===== src/rtl/text_ram_pkg.sv =====
// Shared definitions for the Wishbone text RAM controller: register map,
// read FSM encoding, VERSION value and reset attribute.
package text_ram_pkg;

    // Wishbone window 0x20..0x2F: upper nibble of the bus address
    localparam logic [3:0] WB_BASE_HI   = 4'h2;

    // Register offsets within the window
    localparam logic [3:0] REG_ADDR_LO  = 4'h0;
    localparam logic [3:0] REG_ADDR_HI  = 4'h1;
    localparam logic [3:0] REG_CHAR     = 4'h2;
    localparam logic [3:0] REG_ATTR     = 4'h3;
    localparam logic [3:0] REG_CTRL     = 4'h4;
    localparam logic [3:0] REG_STATUS   = 4'h5;
    localparam logic [3:0] REG_STATS_LO = 4'h6;
    localparam logic [3:0] REG_STATS_HI = 4'h7;
    localparam logic [3:0] REG_VERSION  = 4'h8;

    localparam logic [7:0] VERSION_VAL  = 8'h01;
    localparam logic [7:0] ATTR_RESET   = 8'h07;

    // CHAR read sequencing
    typedef enum logic [1:0] {
        ST_IDLE  = 2'd0,
        ST_DRAIN = 2'd1,
        ST_ISSUE = 2'd2,
        ST_DATA  = 2'd3
    } rd_state_t;

endpackage


===== src/rtl/text_wr_fifo.sv =====
// Posted-write buffer: small synchronous FIFO with a combinational head
// so the oldest entry can be written to the text RAM in the same cycle.
module text_wr_fifo #(
    parameter int WIDTH = 28,
    parameter int DEPTH = 4,
    localparam int PW   = (DEPTH > 1) ? $clog2(DEPTH) : 1
) (
    input  logic             clk,
    input  logic             rst_n,
    input  logic             push,
    input  logic [WIDTH-1:0] wdata,
    input  logic             pop,
    output logic [WIDTH-1:0] rdata,
    output logic             full,
    output logic             empty,
    output logic [PW:0]      level
);

    logic [WIDTH-1:0] mem [DEPTH];
    logic [PW-1:0]    wr_ptr_reg;
    logic [PW-1:0]    rd_ptr_reg;
    logic [PW:0]      level_reg;
    logic             do_push;
    logic             do_pop;

    assign full    = (level_reg == (PW+1)'(DEPTH));
    assign empty   = (level_reg == '0);
    assign level   = level_reg;
    assign do_push = push && !full;
    assign do_pop  = pop && !empty;
    assign rdata   = mem[rd_ptr_reg];

    // Storage: no reset needed, entries are only visible through level
    always_ff @(posedge clk) begin
        if (do_push) mem[wr_ptr_reg] <= wdata;
    end

    // Pointers and occupancy; push+pop together leaves the level unchanged
    always_ff @(posedge clk or negedge rst_n) begin
        if (!rst_n) begin
            wr_ptr_reg <= '0;
            rd_ptr_reg <= '0;
            level_reg  <= '0;
        end else begin
            if (do_push) wr_ptr_reg <= wr_ptr_reg + PW'(1);
            if (do_pop)  rd_ptr_reg <= rd_ptr_reg + PW'(1);
            case ({do_push, do_pop})
                2'b10:   level_reg <= level_reg + (PW+1)'(1);
                2'b01:   level_reg <= level_reg - (PW+1)'(1);
                default: level_reg <= level_reg;
            endcase
        end
    end

endmodule


===== src/rtl/wb_text_ram_ctrl.sv =====
// Wishbone text RAM controller: CPU register window at 0x20, posted CHAR
// writes through a FIFO, CHAR reads via a drain/issue/data FSM, and a video
// fetch port that always wins the single RAM port.
// Optional: define TEXT_RAM_STATS_EN for a 16-bit stall counter at 0x6/0x7.
module wb_text_ram_ctrl
    import text_ram_pkg::*;
#(
    parameter int ADDR_W     = 12,
    parameter int FIFO_DEPTH = 4
) (
    input  logic              clk,
    input  logic              rst_n,
    input  logic [7:0]        wb_adr_i,
    input  logic [7:0]        wb_dat_i,
    output logic [7:0]        wb_dat_o,
    input  logic              wb_cyc_i,
    input  logic              wb_stb_i,
    input  logic              wb_we_i,
    output logic              wb_ack_o,
    input  logic              vid_req,
    input  logic [ADDR_W-1:0] vid_addr,
    output logic              vid_valid,
    output logic [7:0]        vid_char,
    output logic [7:0]        vid_attr,
    output logic [ADDR_W-1:0] ram_addr,
    output logic              ram_we,
    output logic [7:0]        ram_wchar,
    output logic [7:0]        ram_wattr,
    input  logic [7:0]        ram_rchar,
    input  logic [7:0]        ram_rattr
);

    localparam int LW = $clog2(FIFO_DEPTH) + 1;
    localparam int EW = ADDR_W + 16;

    rd_state_t         state_reg, state_next;
    logic              ack_reg, ack_next;
    logic [7:0]        dat_o_reg;
    logic [ADDR_W-1:0] addr_reg;
    logic [7:0]        attr_reg;
    logic              autoinc_reg;
    logic              vid_valid_reg;

    logic [EW-1:0]     fifo_rdata;
    logic              fifo_full, fifo_empty;
    logic [LW-1:0]     fifo_level;

    logic [3:0]        off;
    logic              hit, req, char_sel, idle;
    logic              push_ok, reg_wr, reg_rd, read_issue, read_done, pop;
    logic [7:0]        rd_mux;
    logic [3:0]        addr_hi4;

    assign off      = wb_adr_i[3:0];
    assign hit      = (wb_adr_i[7:4] == WB_BASE_HI);
    // Gating with the current ack keeps acks from ever landing back to back
    assign req      = wb_cyc_i && wb_stb_i && !ack_reg;
    assign char_sel = hit && (off == REG_CHAR);
    assign idle     = (state_reg == ST_IDLE);
    assign push_ok  = idle && req && char_sel && wb_we_i && !fifo_full;
    assign reg_wr   = idle && req && wb_we_i && hit && (off != REG_CHAR);
    assign reg_rd   = idle && req && !wb_we_i && !char_sel;
    assign read_issue = (state_reg == ST_ISSUE) && wb_cyc_i && !vid_req;
    assign read_done  = (state_reg == ST_DATA) && wb_cyc_i;
    // Drain whenever the port is free of video and of a CPU read
    assign pop      = !vid_req && !read_issue && !fifo_empty;
    assign addr_hi4 = 4'(addr_reg >> 8);

    text_wr_fifo #(
        .WIDTH (EW),
        .DEPTH (FIFO_DEPTH)
    ) u_fifo (
        .clk   (clk),
        .rst_n (rst_n),
        .push  (push_ok),
        .wdata ({addr_reg, wb_dat_i, attr_reg}),
        .pop   (pop),
        .rdata (fifo_rdata),
        .full  (fifo_full),
        .empty (fifo_empty),
        .level (fifo_level)
    );

`ifdef TEXT_RAM_STATS_EN
    logic [15:0] stall_cnt_reg;
    logic        stall;

    // A CPU access is stalled by video priority or a full FIFO
    assign stall = wb_cyc_i && wb_stb_i &&
                   ((idle && req && char_sel && wb_we_i && fifo_full) ||
                    (idle && req && char_sel && !wb_we_i && vid_req) ||
                    ((state_reg == ST_DRAIN || state_reg == ST_ISSUE) && vid_req));

    // Saturating stall counter, cleared by a write to STATS_LO
    always_ff @(posedge clk or negedge rst_n) begin
        if (!rst_n)
            stall_cnt_reg <= '0;
        else if (reg_wr && off == REG_STATS_LO)
            stall_cnt_reg <= '0;
        else if (stall && stall_cnt_reg != 16'hFFFF)
            stall_cnt_reg <= stall_cnt_reg + 16'd1;
    end
`endif

    // Register read multiplexer
    always_comb begin
        rd_mux = 8'h00;
        if (hit) begin
            case (off)
                REG_ADDR_LO:  rd_mux = addr_reg[7:0];
                REG_ADDR_HI:  rd_mux = {4'h0, addr_hi4};
                REG_ATTR:     rd_mux = attr_reg;
                REG_CTRL:     rd_mux = {7'b0, autoinc_reg};
                REG_STATUS:   rd_mux = {(state_reg != ST_IDLE) || !fifo_empty,
                                        fifo_full, fifo_empty, 1'b0, 4'(fifo_level)};
`ifdef TEXT_RAM_STATS_EN
                REG_STATS_LO: rd_mux = stall_cnt_reg[7:0];
                REG_STATS_HI: rd_mux = stall_cnt_reg[15:8];
`endif
                REG_VERSION:  rd_mux = VERSION_VAL;
                default:      rd_mux = 8'h00;
            endcase
        end
    end

    // Read FSM and ack generation
    always_comb begin
        state_next = state_reg;
        ack_next   = 1'b0;
        case (state_reg)
            ST_IDLE: begin
                if (req) begin
                    if (char_sel && !wb_we_i)
                        state_next = ST_DRAIN;
                    else if (!char_sel || !fifo_full)
                        ack_next = 1'b1;
                end
            end
            ST_DRAIN: begin
                if (!wb_cyc_i)       state_next = ST_IDLE;
                else if (fifo_empty) state_next = ST_ISSUE;
            end
            ST_ISSUE: begin
                if (!wb_cyc_i)     state_next = ST_IDLE;
                else if (!vid_req) state_next = ST_DATA;
            end
            ST_DATA: begin
                state_next = ST_IDLE;
                ack_next   = wb_cyc_i;
            end
            default: state_next = ST_IDLE;
        endcase
    end

    // RAM port arbitration: video, then CPU read, then FIFO drain
    always_comb begin
        ram_addr = '0;
        if (!rst_n)
            ram_addr = '0;
        else if (vid_req)
            ram_addr = vid_addr;
        else if (read_issue)
            ram_addr = addr_reg;
        else if (!fifo_empty)
            ram_addr = fifo_rdata[EW-1:16];
    end

    assign ram_we    = pop;
    assign ram_wchar = fifo_rdata[15:8];
    assign ram_wattr = fifo_rdata[7:0];

    assign wb_ack_o  = ack_reg;
    assign wb_dat_o  = dat_o_reg;
    assign vid_valid = vid_valid_reg;
    assign vid_char  = vid_valid_reg ? ram_rchar : 8'h00;
    assign vid_attr  = vid_valid_reg ? ram_rattr : 8'h00;

    // Control registers, read data, address pointer and attribute shadow
    always_ff @(posedge clk or negedge rst_n) begin
        if (!rst_n) begin
            state_reg     <= ST_IDLE;
            ack_reg       <= 1'b0;
            dat_o_reg     <= 8'h00;
            addr_reg      <= '0;
            attr_reg      <= ATTR_RESET;
            autoinc_reg   <= 1'b1;
            vid_valid_reg <= 1'b0;
        end else begin
            state_reg     <= state_next;
            ack_reg       <= ack_next;
            vid_valid_reg <= vid_req;
            if (reg_wr) begin
                case (off)
                    REG_ADDR_LO: addr_reg    <= ADDR_W'({addr_hi4, wb_dat_i});
                    REG_ADDR_HI: addr_reg    <= ADDR_W'({wb_dat_i[3:0], addr_reg[7:0]});
                    REG_ATTR:    attr_reg    <= wb_dat_i;
                    REG_CTRL:    autoinc_reg <= wb_dat_i[0];
                    default:     ;
                endcase
            end
            if (reg_rd)
                dat_o_reg <= rd_mux;
            if (read_done) begin
                dat_o_reg <= ram_rchar;
                attr_reg  <= ram_rattr;
            end
            if ((push_ok || read_done) && autoinc_reg)
                addr_reg <= addr_reg + ADDR_W'(1);
        end
    end

endmodule


===== config.mk =====
export PLATFORM = sky130hd
export DESIGN_NAME = wb_text_ram_ctrl
export DESIGN_NICKNAME = d
export VERILOG_FILES = /design/src/rtl/text_ram_pkg.sv /design/src/rtl/text_wr_fifo.sv /design/src/rtl/wb_text_ram_ctrl.sv
export SDC_FILE = /design/constraint.sdc
export NUM_CORES = 1
export LEC_CHECK = 0
export CORE_MARGIN = 4
export CORE_UTILIZATION = 55
export DETAILED_ROUTE_END_ITERATION = 7
export PLACE_DENSITY = 0.8
export SYNTH_ARGS = -nofsm -noshare
export SYNTH_HDL_FRONTEND = slang
export SYNTH_SLANG_ARGS = --single-unit
export TNS_END_PERCENT = 10

===== constraint.sdc =====
create_clock -name clk -period 6.9 [get_ports clk]
set_input_delay 1.725 -clock clk [delete_from_list [all_inputs] [get_ports clk]]
set_output_delay 1.725 -clock clk [all_outputs]
set_load 0.02 [all_outputs]

======== After elaboration in Yosys (flattened, before gate mapping) ========
Memories as Yosys holds them, arrays and structs flattened.
Index checks and enable logic that the tools add are counted.
word-level totals
  register bits after elaboration ......... 40
  memory bits (writable) .................. 112
  output and inout bits ................... 55
  word-level logic and storage cells ...... 114
  memories ................................ 1
memory list
  name        depth  bits a word  rd ports  clocked after memory_dff  write ports  line                source
  u_fifo.mem  4      28           1         0                         1            text_wr_fifo.sv:19  logic [WIDTH-1:0] mem [DEPTH];
cells by class
  add/sub/neg operators ................... 5
  equality and inequality tests ........... 20
  multiplexer cells ....................... 30
  reductions and logical operators ........ 47
operators with widths
  kind                                                             number
  12-bit 2-to-1 mux                                                6
  8-bit 2-to-1 mux                                                 8
  8-bit case mux with 6 select lines                               1
  12-bit case mux with 2 select lines                              1
  1-bit logical AND                                                21
  2-bit nonzero test                                               8
  12-bit by 1-bit adder with 12-bit output, second input constant  1
  4-bit by 2-bit == test with 1-bit output, second input constant  3
  2-bit 2-to-1 mux                                                 6
  4-bit by 3-bit == test with 1-bit output, second input constant  2
  2-bit case mux with 4 select lines                               1
  1-bit zero test                                                  7
  2-bit == test, second input constant                             3
  2-bit != test, second input constant                             3
  3-bit != test, second input constant                             2
  3-bit case mux with 2 select lines                               1
  3-bit AND reduction                                              2
  1-bit 2-to-1 mux                                                 5
  2-bit by 1-bit adder with 2-bit output, second input constant    2
  2-bit by 1-bit == test with 1-bit output, second input constant  2
  4-bit by 1-bit == test with 1-bit output, second input constant  1
  4-bit == test, second input constant                             1
  4-bit zero test                                                  1
  4-bit by 2-bit != test with 1-bit output, second input constant  1
  other kinds (10)                                                 13

======== Depth between registers and ports, before layout ========
  depth after elaboration ................. 10
  depth in mapped cells ................... 12

======== Cells and area by module ========
Synthesis repeated with hierarchy kept, for this count alone.
unflattened totals
  cell total of the unflattened synthesis .. 502
  area total of the unflattened synthesis .. 7086.8 µm²
by module, submodules not included
  module            times used  cells an instance  area an instance (µm²)
  text_wr_fifo      1           185                4460.5
  wb_text_ram_ctrl  1           317                2626.3

======== Least setup slack after synthesis ========
No wires, ideal clock.
  path kind ............................... input-to-output
  start point ............................. input wb_cyc_i
  end point ............................... output ram_addr[10]
  data arrival time ....................... 2.876 ns
  path slack .............................. 2.299 ns
  stages .................................. 7
  path buffers ............................ 2
  cells stage by stage .................... and2_1 -> clkbuf_1 -> nor2_1 -> clkbuf_1 -> a22oi_1 -> o21ai_0 -> and2_1
between the ends
  cells in the longest elaborated chain, start to end .. 5
ends and longest elaborated chain
  element                         line                     source
  start: declaration              wb_text_ram_ctrl.sv:16   input logic wb_cyc_i,
  1-bit logical AND (2 in a row)  wb_text_ram_ctrl.sv:63   assign read_issue = (state_reg == ST_ISSUE) && wb_cyc_i && !vid_req;
  12-bit 2-to-1 mux               wb_text_ram_ctrl.sv:162  else if (read_issue)
  12-bit 2-to-1 mux               wb_text_ram_ctrl.sv:160  else if (vid_req)
  12-bit 2-to-1 mux               wb_text_ram_ctrl.sv:158  if (!rst_n)
  end: declaration                wb_text_ram_ctrl.sv:25   output logic [ADDR_W-1:0] ram_addr,
Every way passes these cells.

======== Worst setup path in the final report ========
  start point ............................. input wb_cyc_i
  end point ............................... output ram_addr[3]
Same word-level chain as after synthesis.

==> flow_summary.json <==
{
  "clockPowerShare_pct": 31.3,
  "power_frac_seq_pct": 41.8,
  "die_w_um": 121,
  "drtIter0Drc": 510,
  "diodes": 0,
  "ios": 105,
  "p_int_mw": 2.02,
  "cts_buffers": 17,
  "grt_pass1_vias": 4697,
  "regArea_um2": 4370,
  "initial_core_util_pct": 55.9,
  "cts.clk_slew.worst_paths_ps": 60,
  "drc": 0,
  "hold_viol_final": 0,
  "tns_ps": 0,
  "rsz0062_at_grt": "no",
  "htreeDepth": 4,
  "synth_nets": 542,
  "place_congestion": 0.865,
  "max_freq_mhz": 161,
  "wl_per_cell_um": 21.6,
  "ys_ff_latch": 152,
  "port_buffers": 104,
  "hold_slack_ps": 510,
  "grt_max_degree": 53,
  "grt_antenna_before_repair": 0,
  "rows": 41,
  "drive_gt1_share_pct": 16.5,
  "synth_area_um2": 7030,
  "detail-route-antenna-nets": 0,
  "multi_input_area_um2": 2500,
  "setup_viol": 0,
  "drv_cap": 0,
  "grt_pass1_wl_um": 26200,
  "clockRootBuffer": "clkbuf_16",
  "required_ps": 5180,
  "synth_warnings": 0,
  "grt_use_total_pct": 24.1,
  "crit_type": "primary input to primary output",
  "avgSynthCellArea_um2": 14.6,
  "status": "finished clean",
  "pwr-share-comb_pct": 27.0,
  "switchingPower_mw": 0.893,
  "nets": 643,
  "vdd_drop_max_mv": 0.187,
  "end_kind": "primary output",
  "synthToLayoutAreaGrowth_pct": 24.7,
  "path_max_fanout": 16,
  "vias": 4646,
  "finalCritPeriodShare_pct": 90.1,
  "cts_hold_buf": 0,
  "finalMaxSlewViolations": 0,
  "cts_max_path_buffers": 2,
  "dieArea_um2": 14700,
  "worst_pin_slew_ps": 1170,
  "power_density_nw_per_um2": 332,
  "synth_ff_type": "edfxtp_1",
  "coreArea_um2": 12600,
  "slew_headroom_pct": 21.3,
  "synthCells": 480,
  "synth-edff-count": 112,
  "hp-class": "flip-flop to flip-flop",
  "routed_wl_um": 16600,
  "dr.pass1.iters": 5,
  "clock-sinks": 152,
  "fin_crit_ps": 6220,
  "viasPerCell": 6.07,
  "die_h_um": 121,
  "p_sw_share_pct": 30.6,
  "cts-resized-gates": 0,
  "largest_register_ffs": 112,
  "cp-start-kind": "primary input",
  "cp.arrival_ps": 4490,
  "skew_ps": 11.1,
  "fillCellCount": 825,
  "synth-async-reset-ratio_pct": 26.3,
  "gr-total-overflow": 0,
  "p_leak_nw": 3.17,
  "clk-insertion-delay-late_ps": 430,
  "synth_cell_type_count": 71,
  "yosysSeqAreaShare_pct": 62.1,
  "tritoncts": "done",
  "cts_setup_buffers": 0,
  "detailed_place_hpwl_um": 10700
}
[cell type report]
cell class                 count  share of cell area, %
clock buffer                  18                   4.89
clock inverter                14                   1.68
inverter                      11                  0.471
multi-input combinational    291                   28.5
sequential                   152                   49.8
tap                          172                   2.45
timing repair buffer         108                   12.2
[power groups by stage]
stage	registers (mW)	logic, mW	clock network, mW
after floorplan	1.18	0.520	0
after global placement	1.23	0.764	0
after detailed placement	1.24	0.781	0
after CTS	1.22	0.791	0.915
after global routing	1.24	0.842	0.961
final	1.22	0.787	0.911
[synth_stat cells (8+ instances only)]
cell type | n | share of area, %
buf_2 | 9 | 0.64
edfxtp_1 | 112 | 48
dfrtp_1 | 36 | 13
nand2_1 | 40 | 2.1
a22oi_1 | 23 | 2.5
mux2i_1 | 10 | 1.4
nor2_1 | 12 | 0.64
o21ai_0 | 29 | 2.1
a311oi_1 | 8 | 1.0
clkbuf_1 | 12 | 0.64
mux4_2 | 28 | 9.0
inv_1 | 11 | 0.59
and2_1 | 38 | 3.4
ha_1 | 11 | 2.0
[cell families after synthesis]
| group | after synthesis | synth area share (%) |
|---|---|---|
| multiplexers | 44 | 11.4 |
| AO/OA/AOI/OAI | 101 | 10.4 |
| buffers and inverters | 37 | 2.37 |
| adder cells (fa/ha/maj) | 12 | 2.24 |
| XOR/XNOR | 6 | 0.748 |
| AND/OR/NAND/NOR | 128 | 10.8 |
| flip-flops | 152 | 62.1 |
[layout by cell type (no fill, tap or decap), types with 5 or more instances in the layout]
master / count
edfxtp_1: 112
and3_1: 7
nor3_1: 5
a311oi_1: 8
nand2_1: 40
dfrtp_1: 35
nor2_1: 12
mux2_2: 6
and2_1: 34
inv_1: 11
o21ai_0: 29
clkbuf_16: 17
mux2i_1: 10
a22oi_1: 23
ha_1: 11
mux4_2: 28
clkdlybuf4s50_1: 103
a21oi_1: 7
[worst max-delay path, cell delays in order]
cell and delay [ps]:
clkdlybuf4s50_1 540, and2_1 200, buf_4 190, nor2_1 640, a22oi_1 170, o21ai_0 240
and2_1 180, clkdlybuf4s50_1 610
[per-stage QoR]
stage	power (mW)	instances	util, %	setup WS (ps)	area, um^2
after floorplan	1.69	480	-	2300	7030
after global placement	1.99	734	65.2	1030	8190
after detailed placement	2.02	734	65.2	762	8190
after CTS	2.93	766	69.8	734	8770
after global routing	3.04	766	69.8	517	8770
final	2.91	766	69.8	684	8770
[path summary, 6_finish.rpt]
path,from,to,slack (ps),cells past startpoint
max in group asynchronous,rst_n,u_fifo.rd_ptr_reg[0],5050,2
worst max-delay path,wb_cyc_i,ram_addr[3],680,8
worst max register to register,state_reg[0],u_fifo.mem[0][15],3970,6
worst min register to register,wb_dat_o[7],wb_dat_o[7],510,2
min in group asynchronous,rst_n,wb_dat_o[3],1400,2
worst min-delay path,wb_dat_o[7],wb_dat_o[7],510,2
[routing by layer]
layer  wire length, um  track usage [%]  share of wire (%)  vias to the layer above
met1              6910             32.4                 42                     2322
met4               458             9.84                2.8                        0
met5                 0                0                  0                        -
met3              1030             5.41                6.2                       41
li1                  -                -                  -                     2084
met2              8170             38.3                 49                      199
Power figures use the tool's default switching activity.
